<file path="config.mk">
export PLATFORM = sky130hd
export DESIGN_NAME = dds_serial_writer
export DESIGN_NICKNAME = d
export VERILOG_FILES = /design/src/rtl/dds_serial_pkg.sv /design/src/rtl/dds_serial_writer_tick_edge_detect.sv /design/src/rtl/dds_serial_writer.sv
export SDC_FILE = /design/constraint.sdc
export NUM_CORES = 1
export LEC_CHECK = 0
export ABC_AREA = 1
export CAP_MARGIN = 20
export CORE_AREA = 4 4 135 104
export CTS_CLUSTER_SIZE = 10
export DETAILED_ROUTE_END_ITERATION = 7
export DIE_AREA = 0 0 139 108
export GPL_TIMING_DRIVEN = 0
export PLACE_DENSITY = 0.77
export SLEW_MARGIN = 20
export SYNTH_ARGS = -nofsm -noshare
export SYNTH_HDL_FRONTEND = slang
export SYNTH_SLANG_ARGS = --single-unit
</file>
<file path="constraint.sdc">
create_clock -name FiftyMHz_ref_clock -period 3.1 [get_ports FiftyMHz_ref_clock]
set_clock_uncertainty 0.2 [all_clocks]
set_input_delay 0.31 -clock FiftyMHz_ref_clock [delete_from_list [all_inputs] [get_ports FiftyMHz_ref_clock]]
set_output_delay 0.31 -clock FiftyMHz_ref_clock [all_outputs]
set_load 0.005 [all_outputs]
</file>
<file path="src/rtl/dds_serial_pkg.sv">
// dds_serial_pkg
// Shared definitions for the DDS serial programming engine: FSM state
// encoding, instruction width and the worst-case serial frame length.
// No ports; imported by dds_serial_writer.
package dds_serial_pkg;

  typedef enum logic [2:0] {
    ST_IDLE     = 3'd0,
    ST_CS_SETUP = 3'd1,
    ST_SHIFT    = 3'd2,
    ST_CS_HOLD  = 3'd3,
    ST_UPDATE   = 3'd4
  } dds_state_t;

  localparam int DDS_INSTR_BITS = 8;
  localparam int DDS_MAX_BYTES  = 8;
  localparam int DDS_MAX_BITS   = 8 * (1 + DDS_MAX_BYTES);

endpackage

</file>
<file path="src/rtl/dds_serial_writer_tick_edge_detect.sv">
// tick_edge_detect
// Turns a slow divider output that is synchronous to clk into a one-clock
// strobe on each of its rising edges. The history register resets to 1 so
// that a divider sitting high out of reset does not produce a spurious tick.
// Ports:
//   clk   in  reference clock
//   rst   in  asynchronous active-high reset
//   level in  divider output
//   tick  out one-cycle strobe, high in the cycle after level rises
module tick_edge_detect (
  input  logic clk,
  input  logic rst,
  input  logic level,
  output logic tick
);

  logic prev;

  always_ff @(posedge clk or posedge rst) begin
    if (rst) prev <= 1'b1;
    else     prev <= level;
  end

  assign tick = level & ~prev;

endmodule

</file>
<file path="src/rtl/dds_serial_writer.sv">
// dds_serial_writer
// Serial programming engine for the DDS chip. Accepts an instruction byte
// plus 0..MAX_BYTES data bytes, shifts them MSB first on CS/SCLK/SDIO using
// the 10 MHz divider output as a bit-rate enable, then strobes IO_UPDATE.
// Ports:
//   FiftyMHz_ref_clock in  sole clock (rising edge)
//   reset              in  asynchronous active-high reset
//   TenMHz_receiver    in  divider output; each rising edge is one tick
//   start              in  transfer request, sampled while idle
//   instr              in  instruction byte
//   data               in  payload, byte k at [8k+7:8k]
//   num_bytes          in  payload byte count, clamped to MAX_BYTES
//   busy               out transfer in progress
//   done               out one-cycle completion pulse
//   dds_cs_n           out chip select, active low
//   dds_sclk           out serial clock, DDS samples on rising edge
//   dds_sdio           out serial data
//   dds_io_update      out register-apply strobe
module dds_serial_writer
  import dds_serial_pkg::*;
#(
  parameter int MAX_BYTES        = 8,
  parameter int IO_UPDATE_CYCLES = 4
) (
  input  logic                   FiftyMHz_ref_clock,
  input  logic                   reset,
  input  logic                   TenMHz_receiver,
  input  logic                   start,
  input  logic [7:0]             instr,
  input  logic [8*MAX_BYTES-1:0] data,
  input  logic [3:0]             num_bytes,
  output logic                   busy,
  output logic                   done,
  output logic                   dds_cs_n,
  output logic                   dds_sclk,
  output logic                   dds_sdio,
  output logic                   dds_io_update
);

  localparam int         SHIFT_W = DDS_INSTR_BITS + 8 * MAX_BYTES;
  localparam logic [3:0] MAX_NB  = 4'(MAX_BYTES);
  localparam logic [3:0] UPD_LEN = 4'(IO_UPDATE_CYCLES);

  function automatic logic [3:0] sat_num_bytes(input logic [3:0] nb);
    return (nb > MAX_NB) ? MAX_NB : nb;
  endfunction

  dds_state_t          state_r, state_nxt;
  logic                busy_r, busy_nxt;
  logic                done_r, done_nxt;
  logic                cs_n_r, cs_n_nxt;
  logic                sclk_r, sclk_nxt;
  logic                sdio_r, sdio_nxt;
  logic                io_upd_r, io_upd_nxt;
  logic [6:0]          bit_cnt_r, bit_cnt_nxt;
  logic [3:0]          upd_cnt_r, upd_cnt_nxt;
  logic [6:0]          nbits_r, nbits_nxt;
  logic [SHIFT_W-1:0]  shreg_r, shreg_nxt;

  logic                tick;
  logic [3:0]          nb_sat;
  logic [6:0]          pad_bits;
  logic [6:0]          load_bits;
  logic [SHIFT_W-1:0]  load_word;

  tick_edge_detect u_tick (
    .clk   (FiftyMHz_ref_clock),
    .rst   (reset),
    .level (TenMHz_receiver),
    .tick  (tick)
  );

  // Frame load: the used payload bytes are pushed up against the
  // instruction so the whole frame is left-justified in the shift register.
  always_comb begin
    nb_sat    = sat_num_bytes(num_bytes);
    pad_bits  = {MAX_NB - nb_sat, 3'b000};
    load_word = {instr, data << pad_bits};
    load_bits = {nb_sat, 3'b000} + 7'd8;
  end

  always_comb begin
    state_nxt   = state_r;
    busy_nxt    = busy_r;
    done_nxt    = 1'b0;
    cs_n_nxt    = cs_n_r;
    sclk_nxt    = sclk_r;
    sdio_nxt    = sdio_r;
    io_upd_nxt  = io_upd_r;
    bit_cnt_nxt = bit_cnt_r;
    upd_cnt_nxt = upd_cnt_r;
    nbits_nxt   = nbits_r;
    shreg_nxt   = shreg_r;
    case (state_r)
      ST_IDLE: begin
        if (start) begin
          shreg_nxt   = load_word;
          nbits_nxt   = load_bits;
          bit_cnt_nxt = '0;
          upd_cnt_nxt = '0;
          cs_n_nxt    = 1'b0;
          busy_nxt    = 1'b1;
          state_nxt   = ST_CS_SETUP;
        end
      end
      ST_CS_SETUP: begin
        if (tick) begin
          sclk_nxt  = 1'b0;
          sdio_nxt  = shreg_r[SHIFT_W-1];
          state_nxt = ST_SHIFT;
        end
      end
      ST_SHIFT: begin
        if (tick) begin
          if (!sclk_r) begin
            sclk_nxt    = 1'b1;
            bit_cnt_nxt = bit_cnt_r + 7'd1;
          end else begin
            sclk_nxt = 1'b0;
            // The falling edge after the last rise closes the frame.
            if (bit_cnt_r == nbits_r) begin
              state_nxt = ST_CS_HOLD;
            end else begin
              shreg_nxt = shreg_r << 1;
              sdio_nxt  = shreg_r[SHIFT_W-2];
            end
          end
        end
      end
      ST_CS_HOLD: begin
        if (tick) begin
          cs_n_nxt    = 1'b1;
          upd_cnt_nxt = '0;
          state_nxt   = ST_UPDATE;
        end
      end
      ST_UPDATE: begin
        // Runs on reference clocks, not ticks.
        if (upd_cnt_r < UPD_LEN) begin
          io_upd_nxt  = 1'b1;
          upd_cnt_nxt = upd_cnt_r + 4'd1;
        end else begin
          io_upd_nxt = 1'b0;
          done_nxt   = 1'b1;
          busy_nxt   = 1'b0;
          state_nxt  = ST_IDLE;
        end
      end
      default: state_nxt = ST_IDLE;
    endcase
  end

  always_ff @(posedge FiftyMHz_ref_clock or posedge reset) begin
    if (reset) begin
      state_r   <= ST_IDLE;
      busy_r    <= 1'b0;
      done_r    <= 1'b0;
      cs_n_r    <= 1'b1;
      sclk_r    <= 1'b0;
      sdio_r    <= 1'b0;
      io_upd_r  <= 1'b0;
      bit_cnt_r <= '0;
      upd_cnt_r <= '0;
    end else begin
      state_r   <= state_nxt;
      busy_r    <= busy_nxt;
      done_r    <= done_nxt;
      cs_n_r    <= cs_n_nxt;
      sclk_r    <= sclk_nxt;
      sdio_r    <= sdio_nxt;
      io_upd_r  <= io_upd_nxt;
      bit_cnt_r <= bit_cnt_nxt;
      upd_cnt_r <= upd_cnt_nxt;
    end
  end

  // Frame payload registers carry no reset; they are always reloaded on
  // acceptance before being used.
  always_ff @(posedge FiftyMHz_ref_clock) begin
    shreg_r <= shreg_nxt;
    nbits_r <= nbits_nxt;
  end

  assign busy          = busy_r;
  assign done          = done_r;
  assign dds_cs_n      = cs_n_r;
  assign dds_sclk      = sclk_r;
  assign dds_sdio      = sdio_r;
  assign dds_io_update = io_upd_r;

endmodule

</file>
==> flow_metrics.py, run 1 <==
metrics = {
    "route": {
        "number_of_routed_nets_with_antenna_violations": 0,
        "dr.first_iter.drc_count": 997,
        "routed-via-count": 6540,
        "avgViaCountPerCell": 5.63,
        "final_routed_drc_violation_total": 0,
        "drt_wl_total_mm": 20.8,
        "route.detailed.wl_per_inst_um": 17.9,
        "drt_pass1_iterations": 7,
    },
    "pwr": {
        "static-leakage-power_uw": 0.00366,
        "power_density_nw_per_um2": 786,
        "ir_worst_vdd_uv": 409,
    },
    "logic_synthesis": {
        "yosys_warnings": 0,
        "avgSynthCellArea_sq_um": 7.15,
        "synthFlopType": "edfxtp_1",
        "synth_cells": 890,
        "synth-edff-count": 76,
        "ys_async_sr_fraction": 0.216,
        "postSynthNetCount": 975,
        "synth_top_cell_by_area": "edfxtp_1",
        "post_synth_most_frequent_cells": "352 x nand2_1, 218 x nand3_1, 76 x edfxtp_1, 73 x inv_1, 23 x clkbuf_1",
        "netlist_area_sq_um": 6370,
        "yosysTopAreaCellShare": 0.358,
        "synth_area_leaders": "edfxtp_1 36%, nand2_1 21%, nand3_1 17%",
        "register_area_share_after_synthesis": 0.441,
        "postSynthRegisterBits": 97,
        "cell_variety_after_synth": 35,
        "yosysMostFrequentCell": "nand2_1",
    },
    "global_routing": {
        "grt_pass1_vias": 5885,
        "overall_track_demand_over_capacity_in_global_routing": 0.277,
        "antenna_found_initial": 0,
        "largest_net_degree_at_the_start_of_global_routing": 40,
        "grt_pass1_wl_mm": 32.2,
        "overflow": 0,
    },
    "cells_and_area": {
        "final_core_utilization": 0.606,
        "drive_above_1_share": 0.0737,
        "antenna_cells": 0,
        "syn2layout_area_growth_pct": 21.8,
        "finish.cell_count_without_fillers": 1161,
        "final_area_sq_um": 7760,
        "num-nets-final": 1070,
    },
    "worst_hold_path": {
        "hold_end": "u_tick.prev",
        "timing.hold.worst_path_depth": 1,
        "worst_hold_startpoint": "TenMHz_receiver",
        "hp-class": "input port to flip-flop",
    },
    "placement": {
        "dp.final_hpwl_mm": 16.1,
        "dpl-instance-area_sq_um": 7450,
        "placed_cells_incl_taps": 1146,
        "finalWeightedCongestion": 0.964,
        "placement.io_buffers": 84,
    },
    "floorplanning": {
        "die_height_um": 108,
        "floorplan.io_pins": 86,
        "start_util": 0.498,
        "die-area_sq_um": 15000,
        "die_x_um": 139,
        "rows": 36,
        "core_area_sq_um": 12800,
    },
    "clock_tree": {
        "clock_latency_ns": 0.35,
        "ctsLongestPathBuffers": 2,
        "cts_buffers": 9,
        "h-tree-depth": 3,
        "clk_transition_reported_paths_ns": 0.07,
        "postCtsHoldBufs": 0,
        "tritoncts_clock_tree": "yes",
        "root_buffer": "clkbuf_16",
        "cts.sink_count": 97,
    },
    "setup_path": {
        "worst_ep_required_time_ns": 2.97,
        "cp-start-kind": "input port",
        "timing_worst_setup_path_type": "input port to flip-flop",
        "max_fo_critical_path": 20,
        "r2r_setup_slack_ns": 0.73,
        "critPathCaptureType": "flip-flop",
        "r2r_end": "shreg_r[3]",
        "rr_worst_depth": 8,
        "cp.arrival_ns": 2.86,
        "reg2reg_from": "state_r[2]",
    },
    "timing": {
        "max_slew_margin": 0.445,
        "finalHoldViolations": 0,
        "max_freq_ghz": 0.335,
        "finalCritPeriodShare": 0.962,
        "final-max-slew-violation-count": 0,
        "setup_viol": 0,
        "layout_min_cycle_time_ns": 2.98,
        "timing_worst_slew_pin_value_ns": 0.832,
    },
    "outcome": {
        "status": "completed",
    },
    "job": {
        "max_cap_violations": 0,
    },
}
flip-flops by register name, indices dropped and copies added (netlist names), 3 cells and up:
| signal | cells |
|---|---|
| shreg_r | 72 |
| bit_cnt_r | 7 |
| nbits_r | 4 |
| upd_cnt_r | 4 |
| state_r | 3 |
per-layer routing:
layer  GRT usage  part of all wire  up-vias
met5           0                 0        -
met3      0.0588              0.12       32
met2       0.388              0.42      345
met1       0.441              0.45     3034
met4      0.0566             0.013        0
li1            -                 -     3129
layout by cell type, fill, tap and decap left out, drive strengths merged, types with 2 or more instances in the layout:
master	Yosys	routed
nor2	25	25
xor2	2	2
ha	5	5
clkdlybuf4s50	0	84
nand3b	2	2
dfstp	2	2
dfrtp	19	19
o31ai	7	7
nand3	218	218
nand2	357	357
clkinv	1	5
nand4	17	17
edfxtp	76	76
clkbuf	23	34
inv	78	79
a21oi	6	6
buf	28	27
o21ai	18	18
worst max-delay path, stage by stage:
cell and delay [ns]:
clkdlybuf4s50_1 0.56, nor2_4 0.05, nand2_1 0.07, nand2_2 0.10, nand2_2 0.13, buf_6 0.21
inv_1 0.07, ha_1 0.35, inv_1 0.11, clkbuf_4 0.22, clkbuf_2 0.27, nand3_1 0.10
nand3_1 0.16, nand3_1 0.12
metrics by stage:
stage	setup slack, ns	hold WS [ns]	total power, uW	setup TNS (ns)
floorplan	0.302	0.0850	4060	0
global placement	-0.831	0.260	4840	-28.62
detailed placement	-0.840	0.267	4930	-29.09
CTS	0.108	0.190	6070	0
global route	-0.00468	0.214	6480	-0.00468
finish	0.117	0.198	6090	0
repair_timing:
action | in CTS | in global routing
endpoints found under the setup margin | 32 | 10
resized for setup | 7 | 9
setup buffers | 0 | 0
logic make-up after synthesis:
| group | synth area share |
|---|---|
| adders and majority gates | 0.00983 |
| and+or+nand+nor | 0.426 |
| DFF | 0.441 |
| AOI/OAI and AO/OA | 0.0314 |
| buffers and inverters | 0.0857 |
| xor gates and xnor gates | 0.00531 |
cell type report:
cell class              count  area (sq um)
fillers                  1188          5040
multi-input cells         663          3020
flip-flops and latches     97          2810
repair buffers             85           861
inverters                  79           297
plain buffers              50           262
clock buffers              10           229
well taps                 171           214
clock inverters             6          68.8
worst max path at each step:
stage,start,end,slack [ns],cells after the start
after global placement,num_bytes[1],shreg_r[53],-0.83,15
after detailed placement,num_bytes[1],shreg_r[53],-0.84,15
after CTS,num_bytes[1],shreg_r[53],0.11,14
after global routing,num_bytes[1],shreg_r[53],-0.005,14
after floorplan,num_bytes[0],shreg_r[54],0.30,15
final,num_bytes[1],shreg_r[63],0.12,14
power breakdown:
part           switching [uW]  total (uW)  internal, uW
registers                 185        2500          2310
logic                    1710        2460           753
clock network             507        1140           632
(Power assumes the default switching activity.)
==> inputs of run 2 (changes only) <==
CORE_AREA = 2 2 133 102   (was 4 4 135 104)
DIE_AREA = 0 0 135 104   (was 0 0 139 108)
SLEW_MARGIN = 40   (was 20)
==> run 2 against run 1 <==
First-iteration DRC count down 30%. Via count down 0.49%. Setup slack better by 0.035 ns. Hold slack worse by 0.11 ns. Total power down 1.3%. Sequential cell count unchanged. Sequential power about the same. Core utilization about the same. Sequential share of layout area about the same.
==> flow_metrics.py, run 2 (synthesized netlist as in run 1, its figures left out) <==
metrics = {
    "route": {
        "dr.first_iter.drc_count": 701,
        "route.met3.wl_mm": 2.31,
        "met2RoutedLength_mm": 8.37,
        "number_of_routed_nets_with_antenna_violations": 0,
        "drt_pass1_iterations": 6,
        "routed-via-count": 6508,
        "avgViaCountPerCell": 5.60,
        "final_routed_drc_violation_total": 0,
        "highest-signal-layer": "met4",
        "routed_metal_1_wirelength_mm": 9.40,
        "drt_wl_total_mm": 20.3,
        "route.detailed.wl_per_inst_um": 17.5,
    },
    "setup_path": {
        "cp.arrival_ns": 2.82,
        "crit_family": "buffers and inverters",
        "max_fo_critical_path": 20,
        "critPathCaptureType": "flip-flop",
        "most_frequent_cp_cell": "nand3_1",
        "worst_ep_required_time_ns": 2.97,
        "timing_worst_setup_path_type": "input port to flip-flop",
        "crit_path_cell_trace": "clkdlybuf4s50_1, nor2_4, nand2_1, nand2_2, nand2_2, buf_6, inv_1, ha_1, inv_1, clkbuf_4, clkbuf_4, nand3_1, nand3_1, nand3_1",
        "cpMaxStageDelayCell": "clkdlybuf4s50_1",
        "path_buf_inv": 6,
        "max_stage_delay_ns": 0.56,
        "cp-start-kind": "input port",
    },
    "clock_tree": {
        "cts_buffers": 9,
        "h-tree-depth": 3,
        "ctsLongestPathBuffers": 2,
        "clock_latency_ns": 0.35,
        "cts.sink_count": 97,
        "tritoncts_clock_tree": "yes",
        "postCtsHoldBufs": 0,
        "root_buffer": "clkbuf_16",
        "clk_transition_reported_paths_ns": 0.07,
    },
    "timing": {
        "layout_min_cycle_time_ns": 2.95,
        "timing_worst_slew_pin_value_ns": 0.651,
        "setup_viol": 0,
        "max_slew_margin": 0.566,
        "finalHoldViolations": 0,
        "final-max-slew-violation-count": 0,
        "finalCritPeriodShare": 0.951,
        "holdWs_ns": 0.0884,
        "max_freq_ghz": 0.339,
        "grt_setup_unrepaired": "no",
    },
    "floorplanning": {
        "start_util": 0.498,
        "die_height_um": 104,
        "die-area_sq_um": 14000,
        "core_area_sq_um": 12800,
        "rows": 36,
        "floorplan.io_pins": 86,
        "die_x_um": 135,
    },
    "placement": {
        "placement.io_buffers": 84,
        "finalWeightedCongestion": 0.961,
        "dp.final_hpwl_mm": 16.0,
    },
    "cells_and_area": {
        "antenna_cells": 0,
        "fillerInstances": 1205,
        "largest_register": "shreg_r",
        "num-nets-final": 1071,
        "drive_above_1_share": 0.0767,
        "sequential_cell_area_sq_um": 2810,
        "final_core_utilization": 0.606,
        "max_reg_flops": 72,
        "layout_commonest_cell": "nand2_1",
        "syn2layout_area_growth_pct": 21.8,
        "largest_registers": "shreg_r x72, bit_cnt_r x7",
        "final_cell_mix": "352 x nand2_1, 217 x nand3_1, 84 x clkdlybuf4s50_1",
        "multi_input_area_sq_um": 3020,
    },
    "job": {
        "max_cap_violations": 0,
    },
    "global_routing": {
        "antenna_found_initial": 0,
        "largest_net_degree_at_the_start_of_global_routing": 40,
        "overflow": 0,
        "overall_track_demand_over_capacity_in_global_routing": 0.292,
        "grt_pass1_vias": 5750,
        "grt_pass1_wl_mm": 31.2,
    },
    "outcome": {
        "status": "completed",
    },
    "worst_hold_path": {
        "hp-class": "input port to asynchronous set/reset pin",
    },
    "pwr": {
        "ir_worst_vdd_uv": 544,
        "static-leakage-power_uw": 0.00365,
        "report.power.total_uw": 6020,
        "power_density_nw_per_um2": 776,
    },
}
==> run 2: cell types whose count changed in the layout (fill, tap and decap cells not counted), sizes merged <==
cell,previous run,this run
bufinv,1,0
buf,27,29
inv,79,81
clkbuf,34,33
clkinv,5,4
==> run 2: per-layer routing <==
metal,vias to the layer above,global-route usage
li1,3136,-
met2,326,0.409
met4,0,0.0573
met5,-,0
met1,3017,0.462
met3,29,0.0614
==> run 2: final timing paths <==
check | from | end | slack, ns | depth (start not counted)
hold / removal | reset | bit_cnt_r[0] | 0.09 | 2
max in group asynchronous | reset | dds_cs_n | 2.28 | 2
min in group FiftyMHz_ref_clock | TenMHz_receiver | u_tick.prev | 0.19 | 1
setup reg to reg | state_r[2] | shreg_r[23] | 0.75 | 8
hold reg to reg | dds_cs_n | dds_cs_n | 0.28 | 2
setup / recovery | num_bytes[1] | shreg_r[63] | 0.15 | 14
==> run 2: what timing repair did <==
| item | CTS | global route |
|---|---|---|
| resized for setup | 12 | 3 |
| setup buffers | 0 | 1 |
| pin swaps | 0 | 1 |
| setup endpoints to repair | 33 | 38 |
==> run 2: power breakdown <==
group	internal, uW	switching [uW]
clock network	558	514
registers	2310	195
logic	760	1680
==> run 2: area by class of cell <==
class                      instances  area share
clock buffer                      10      0.0295
clock inverter                     6     0.00662
sequential                        97       0.362
multi-input combinational        663       0.390
inverter                          79      0.0382
timing repair buffer              86       0.112
tap                              171      0.0276
buffer                            50      0.0340
==> run 2: stage by stage <==
step	cell area [sq um]	instances	TNS (ns)	setup slack, ns
floorplan	6370	890	0	0.302
global placement	7420	1145	-25.19	-0.786
detailed placement	7450	1146	-26.45	-0.804
CTS	7740	1162	0	0.0156
global route	7750	1162	0	0.0383
finish	7750	1162	0	0.152
